==> config.mk <==
export PLATFORM = sky130hd
export DESIGN_NAME = pdm_modulator
export DESIGN_NICKNAME = d
export VERILOG_FILES = /design/src/rtl/pdm_pkg.sv /design/src/rtl/pdm_tick_gen.sv /design/src/rtl/pdm_modulator.sv
export SDC_FILE = /design/constraint.sdc
export NUM_CORES = 1
export LEC_CHECK = 0
export CAP_MARGIN = 0
export CELL_PAD_IN_SITES_DETAIL_PLACEMENT = 1
export CELL_PAD_IN_SITES_GLOBAL_PLACEMENT = 2
export CORE_UTILIZATION = 34
export CTS_CLUSTER_DIAMETER = 60
export DETAILED_ROUTE_END_ITERATION = 8
export PLACE_DENSITY_LB_ADDON = 0.08
export SYNTH_ARGS = -nofsm -noshare
export SYNTH_HDL_FRONTEND = slang
export SYNTH_HIERARCHICAL = 1
export SYNTH_SLANG_ARGS = --single-unit
==> constraint.sdc <==
create_clock -name CLK100MHZ -period 2.6 [get_ports CLK100MHZ]
set_clock_uncertainty 0.05 [all_clocks]
set_input_delay 0.65 -clock CLK100MHZ [delete_from_list [all_inputs] [get_ports CLK100MHZ]]
set_output_delay 0.65 -clock CLK100MHZ [all_outputs]
set_load 0.005 [all_outputs]
==> src/rtl/pdm_pkg.sv <==
// Shared constants, state encoding and width helper for the PDM modulator.
package pdm_pkg;

   localparam int unsigned WIDTH_DEF       = 10;
   localparam int unsigned SAMPLE_BITS_DEF = 1024;

   typedef enum logic {
      ST_IDLE = 1'b0,
      ST_RUN  = 1'b1
   } state_t;

   // Width of a counter able to hold 0..sample_bits inclusive.
   function automatic int unsigned cnt_w(input int unsigned sample_bits);
      return $clog2(sample_bits) + 1;
   endfunction

   localparam int unsigned CNT_W = cnt_w(SAMPLE_BITS_DEF);

endpackage

==> src/rtl/pdm_tick_gen.sv <==
// Bit-rate divider: pulses tick_c once every CLK_DIV enabled cycles, held at zero when disabled.
module pdm_tick_gen #(
   parameter int unsigned CLK_DIV = 4
) (
   input  logic CLK100MHZ,
   input  logic ck_rst,
   input  logic clr,
   input  logic en,
   output logic tick_c
);

   localparam int unsigned DIV_W = ($clog2(CLK_DIV) > 0) ? $clog2(CLK_DIV) : 1;
   localparam logic [DIV_W-1:0] DIV_MAX = DIV_W'(CLK_DIV - 1);

   logic [DIV_W-1:0] div_cnt;

   assign tick_c = en && (div_cnt == DIV_MAX);

   always_ff @(posedge CLK100MHZ) begin
      if (ck_rst || clr || !en || tick_c) begin
         div_cnt <= '0;
      end else begin
         div_cnt <= div_cnt + 1'b1;
      end
   end

endmodule

==> src/rtl/pdm_modulator.sv <==
// First-order sigma-delta PDM modulator with per-window sample latching.
// Define PDM_DENSITY_MON_EN to build the ones-per-window density monitor; otherwise density is 0.
module pdm_modulator
   import pdm_pkg::*;
#(
   parameter int unsigned WIDTH       = WIDTH_DEF,
   parameter int unsigned CLK_DIV     = 4,
   parameter int unsigned SAMPLE_BITS = SAMPLE_BITS_DEF
) (
   input  logic                           CLK100MHZ,
   input  logic                           ck_rst,
   input  logic                           en,
   input  logic [WIDTH-1:0]               in_sig,
   output logic                           pdm_out,
   output logic                           bit_strobe,
   output logic                           sample_strobe,
   output logic [cnt_w(SAMPLE_BITS)-1:0]  density
);

   localparam int unsigned DW    = cnt_w(SAMPLE_BITS);
   localparam int unsigned BIT_W = DW - 1;
   localparam logic [BIT_W-1:0] LAST_BIT = BIT_W'(SAMPLE_BITS - 1);

   state_t             state;
   state_t             state_nxt;
   logic               tick_c;
   logic               load_c;
   logic               win_end_c;
   logic [WIDTH:0]     sum_c;
   logic [WIDTH-1:0]   acc;
   logic [WIDTH-1:0]   sample_reg;
   logic [BIT_W-1:0]   bit_cnt;

   pdm_tick_gen #(
      .CLK_DIV (CLK_DIV)
   ) u_tick_gen (
      .CLK100MHZ (CLK100MHZ),
      .ck_rst    (ck_rst),
      .clr       (load_c),
      .en        (state == ST_RUN),
      .tick_c    (tick_c)
   );

   // The carry out of the accumulator is the PDM bit.
   assign sum_c = {1'b0, acc} + {1'b0, sample_reg};

   always_ff @(posedge CLK100MHZ) begin
      if (ck_rst) begin
         state <= ST_IDLE;
      end else begin
         state <= state_nxt;
      end
   end

   always_comb begin
      state_nxt = state;
      load_c    = 1'b0;
      win_end_c = 1'b0;
      case (state)
         ST_IDLE: begin
            if (en) begin
               state_nxt = ST_RUN;
               load_c    = 1'b1;
            end
         end
         ST_RUN: begin
            if (tick_c && (bit_cnt == LAST_BIT)) begin
               win_end_c = 1'b1;
               if (en) begin
                  load_c = 1'b1;
               end else begin
                  state_nxt = ST_IDLE;
               end
            end
         end
         default: state_nxt = ST_IDLE;
      endcase
   end

   always_ff @(posedge CLK100MHZ) begin
      if (ck_rst) begin
         pdm_out       <= 1'b0;
         bit_strobe    <= 1'b0;
         sample_strobe <= 1'b0;
         acc           <= '0;
         sample_reg    <= '0;
         bit_cnt       <= '0;
      end else begin
         bit_strobe    <= tick_c;
         sample_strobe <= load_c;
         if (load_c) begin
            sample_reg <= in_sig;
         end
         if (state == ST_IDLE) begin
            pdm_out <= 1'b0;
            acc     <= '0;
            bit_cnt <= '0;
         end else if (tick_c) begin
            pdm_out <= sum_c[WIDTH];
            acc     <= sum_c[WIDTH-1:0];
            bit_cnt <= win_end_c ? '0 : bit_cnt + 1'b1;
         end
      end
   end

`ifdef PDM_DENSITY_MON_EN
   logic [DW-1:0] ones_cnt;

   // Count ones per window; the window's last bit is folded in as density is published.
   always_ff @(posedge CLK100MHZ) begin
      if (ck_rst) begin
         ones_cnt <= '0;
         density  <= '0;
      end else if (state == ST_IDLE) begin
         ones_cnt <= '0;
      end else if (tick_c) begin
         if (win_end_c) begin
            density  <= ones_cnt + DW'(sum_c[WIDTH]);
            ones_cnt <= '0;
         end else begin
            ones_cnt <= ones_cnt + DW'(sum_c[WIDTH]);
         end
      end
   end
`else
   assign density = '0;
`endif

endmodule

; ---- Yosys cells after proc, flatten, opt, wreduce, memory -nomap -nowiden
; Index checks and enable logic that the tools add are counted.
[totals]
reg_bits = 36
output_inout_bits = 14
n_memories = 0
ram_bits = 0
wordCells = 29
inputBits = 13
latchBits = 0
romBits = 0
[op_classes]
n_shift = 0
n_reduce_logical = 7
mul = 0
addsub = 3
eq_ne = 2
bitwise = 1
div = 0
n_mux = 8
n_lt_le_gt_ge = 0
[ops]
columns = operator, count
row1 = $add A10 B10 Y11, 1
row2 = $add A10 B1 Y10 const B, 1
row3 = $eq A10 B10 Y1 const B, 1
row4 = $mux W10, 1
row5 = $mux W1, 5
row6 = $pmux W1 S2, 2
row7 = $logic_or A1 B1 Y1, 3
row8 = $add A2 B1 Y2 const B, 1
row9 = $eq A2 B2 Y1 const B, 1
row10 = $logic_and A1 B1 Y1, 2
row11 = $reduce_or A2 Y1, 1
row12 = $logic_not A1 Y1, 1
row13 = $not A1 Y1, 1

; ---- Logic depth before layout (Yosys ltp)
[logic_depth]
depth_word = 8
depth_mapped = 9
ltp_nobuf = 8

; ---- Hierarchy
; Netlist, hierarchy kept.
[by_module_without_submodules]
columns = module, n_inst, cells_per_inst, area_per_inst_um2, seq_area_each_um2
row1 = pdm_modulator, 1, 191, 1798.0, 680.7
row2 = pdm_tick_gen, 1, 7, 103.8, 40.0

; ---- Least setup slack after synthesis
; OpenSTA, ideal clock, no wires.
[synth_path]
kind = register -> register
startpoint = register acc[0]
endpoint = register acc[8]
stages_incl_launch_ff = 9
arrival_ns = 1.867
period_less_slack_ns = 1.975
setup_time_ns = 0.058
t_required_ns = 2.492
path_buffers = 0
setup_slack_ns = 0.625
cell_sequence = dfxtp_1 ha_1 inv_1 fa_1 nand2b_1 o2bb2ai_1 o31a_1 nor4b_1 a211o_1
[synth_via]
elab_chain_cells = 1
[synth_lines]
columns = element, line
row1 = start: declaration, pdm_modulator.sv:30  ; logic [WIDTH-1:0] acc;
row2 = start signal: assignment, pdm_modulator.sv:100  ; acc <= sum_c[WIDTH-1:0];
row3 = $add A10 B10 Y11, pdm_modulator.sv:45  ; assign sum_c = {1'b0, acc} + {1'b0, sample_reg};
; Every way passes these cells.
; A chain may end at the register's enable or synchronous reset.

; ---- Worst setup path in the final report
; Same ends and word-level chain as after synthesis.

==> flow_metrics.py <==
metrics = {
    "global_route": {
        "grt_start_max_net_pins": 26,
        "antenna_found_initial": 0,
        "grt_pass1_wl_um": 7070,
        "grt_usage_pct": 15.4,
        "grt_overflow_total": 0,
        "grt_pass1_vias": 1457,
    },
    "power": {
        "swShare_pct": 23.5,
        "p_switching_uw": 276,
        "comb_power_share_pct": 8.8,
        "pwr-share-seq_pct": 48.9,
        "ir_worst_vdd_mv": 0.197,
        "power_frac_clock_pct": 42.3,
        "p_leak_nw": 0.900,
        "p_int_uw": 898,
        "power.density_mw_per_mm2": 533,
    },
    "critical_path": {
        "crit_type": "flip-flop to flip-flop",
        "cp-start-kind": "flip-flop",
        "critPathCaptureType": "flip-flop",
        "cp_num_buf_inv": 1,
        "critical-path-top-delay-family": "compound AO/OA/AOI/OAI gates",
        "critPathMaxStageDelay_ns": 0.38,
        "worstPathRequired_ns": 2.79,
        "slowest_stage": "fa_1",
        "cp_cell_sequence": "ha_1 > inv_1 > fa_1 > nand2b_1 > o2bb2ai_1 > o31a_1 > nor4b_1 > a211o_1",
        "cp_max_fo": 4,
        "cp_data_arrival_time_ns": 2.40,
    },
    "synthesis": {
        "yosysWarnings": 6,
        "synthFlopType": "dfxtp_1",
        "synth_compound_area_share_pct": 11.6,
        "syn_inst": 198,
        "synth_edf_count": 0,
        "synth_xor_area_share_pct": 6.45,
        "ys_types": 43,
        "async_flop_share_pct": 0,
        "synth_simple_gate_area_share_pct": 20.5,
        "syn_avg_cell_area_sq_um": 9.61,
        "synth_area_sq_mm": 0.00190,
        "synth_seq_cells": 36,
        "ys_seq_area_share_pct": 37.9,
        "synth_fa_ha_area_share_pct": 8.95,
        "muxShareOfSynthArea_pct": 6.84,
        "synth_top_family_by_area": "simple AND/OR/NAND/NOR gates",
    },
    "place": {
        "hpwlAfterDp_um": 3110,
        "dp_cells": 281,
        "gp_congestion": 0.795,
        "numPortBuffers": 15,
    },
    "clock_tree": {
        "cts.sinks": 36,
        "clk_pin_slew_ns": 0.08,
        "htree_num_levels": 2,
        "cts_buffer_depth": 2,
        "root_buffer": "clkbuf_8",
        "clock_latency_ns": 0.29,
        "cts_hold_buf": 0,
        "cts_tree": "done",
        "cts_resized": 0,
        "cts_made_buffers": 5,
        "cts_setup_buffers": 0,
    },
    "flow_run": {
        "cap_violations": 0,
    },
    "sta": {
        "maxSlewViolCount": 0,
        "hold_viol": 0,
        "period_share_pct": 85.0,
        "setup_tns_ns": 0,
        "finalSetupViolCount": 0,
        "rsz0062_at_grt": "false",
        "fmax_mhz": 452,
        "fin_crit_ns": 2.21,
    },
    "floorplanning": {
        "start_util_pct": 36.3,
        "die_area_sq_mm": 0.00590,
        "die_w_um": 76.8,
        "pin_count": 27,
        "die_h_um": 76.8,
        "num_rows": 26,
        "core_area_sq_mm": 0.00524,
    },
    "detailed_routing": {
        "drt-total-wl_um": 4220,
        "drc": 0,
        "firstDrtPassIters": 4,
        "vias": 1414,
        "routedWlPerCell_um": 14.6,
        "drt_iter0_drc": 21,
        "vias_per_cell": 4.89,
        "ant_nets": 0,
    },
    "finish": {
        "insertedDiodeCount": 0,
        "layoutNonFillerInstCount": 289,
        "fin_util_pct": 42.1,
        "fin_nets": 244,
        "syn_to_final_growth_pct": 15.9,
        "drive_above_1_share_pct": 10.0,
    },
    "hold_path": {
        "hold_class": "flip-flop to flip-flop",
    },
    "outcome": {
        "status": "completed",
    },
}
## final timing paths
path                                              end                  start  cells after the start  slack [ns]
worst max register to register                 acc[8]                 acc[0]                      8        0.39
worst min register to register  u_tick_gen/div_cnt[0]  u_tick_gen/div_cnt[0]                      1        0.39
worst min-delay path            u_tick_gen/div_cnt[0]  u_tick_gen/div_cnt[0]                      1        0.39
worst max-delay path                           acc[8]                 acc[0]                      8        0.39
## power by group through the flow
stage	combinational (mW)	sequential (mW)	clock, mW
after floorplan	0.0776	0.584	0
after global placement	0.100	0.587	0
after detailed placement	0.104	0.587	0
after CTS	0.105	0.574	0.513
after global routing	0.115	0.576	0.535
final	0.103	0.574	0.497
## logic make-up after synthesis
| kind of cell | count (synthesis) |
|---|---|
| AO/OA/AOI/OAI | 33 |
| adder cells (fa/ha/maj) | 13 |
| buffers and inverters | 22 |
| flip-flops | 36 |
| AND/OR/NAND/NOR | 66 |
| other | 1 |
| multiplexers | 13 |
| XOR/XNOR | 14 |
## cell usage in the layout (no fill, tap or decap), types with 2 or more instances in the layout
cell,Yosys,final
a211oi_1,2,2
a21o_1,4,4
a21oi_1,8,8
a31oi_1,2,2
and3_1,4,4
and4_1,2,2
buf_4,12,6
clkbuf_8,0,5
clkdlybuf4s50_1,0,15
conb_1,1,11
dfxtp_1,36,36
ha_1,12,12
inv_1,4,4
mux2i_1,13,13
nand2_1,9,9
nand2b_1,5,5
nand3_1,3,3
nand3b_1,4,4
nand4_1,2,2
nor2_1,24,24
nor2b_1,3,3
o211ai_1,3,3
o21ai_0,7,7
xnor2_1,6,6
xor2_1,8,8
## cell type report
| type | count | area (sq um) |
|---|---|---|
| clock buffer | 5 | 68.8 |
| clock inverter | 3 | 42.5 |
| fill | 611 | 3030 |
| inverter | 4 | 15.0 |
| multi-input combinational | 150 | 1070 |
| sequential | 36 | 721 |
| tap | 70 | 87.6 |
| timing repair buffer | 21 | 195 |
## synthesized netlist by cell type (2+ instances only)
library cell,n,share of area (%)
o21ai_0,7,1.8
xor2_1,8,3.7
nand2_1,9,1.8
a21o_1,4,1.6
a211oi_1,2,0.79
dfxtp_1,36,38
inv_1,4,0.79
nor2_1,24,4.7
buf_4,12,4.7
nand3_1,3,0.79
nand4_1,2,0.66
and4_1,2,0.92
xnor2_1,6,2.8
nand3b_1,4,1.6
ha_1,12,7.9
a21oi_1,8,2.1
nor2b_1,3,0.99
mux2i_1,13,6.8
o211ai_1,3,1.2
and3_1,4,1.3
nand2b_1,5,1.6
a31oi_1,2,0.66
clkbuf_1,5,0.99
## metrics by stage
stage | setup slack (ns) | cell area (sq um) | hold slack, ns | power [mW]
2_1_floorplan | 0.625 | 1940 | 0.353 | 0.662
3_3_place_gp | 0.509 | 2090 | 0.363 | 0.687
3_5_place_dp | 0.412 | 2090 | 0.373 | 0.691
4_1_cts | 0.384 | 2200 | 0.386 | 1.19
5_1_grt | 0.233 | 2200 | 0.417 | 1.23
6_report | 0.390 | 2200 | 0.386 | 1.17
## worst register-to-register path: stages, from the launching register on
cell and delay [ns]:
dfxtp_1 0.34, ha_1 0.19, inv_1 0.06, fa_1 0.38, nand2b_1 0.16, o2bb2ai_1 0.20
o31a_1 0.34, nor4b_1 0.31, a211o_1 0.15
## layer usage
| layer | share of wire [%] | track usage (%) | wire length (um) |
|---|---|---|---|
| met5 | 0 | 0 | 0 |
| met2 | 48 | 25.5 | 2030 |
| met4 | 1.7 | 6.15 | 73 |
| met3 | 2.9 | 3.81 | 124 |
| met1 | 47 | 18.8 | 1990 |
(Power assumes the default switching activity.)
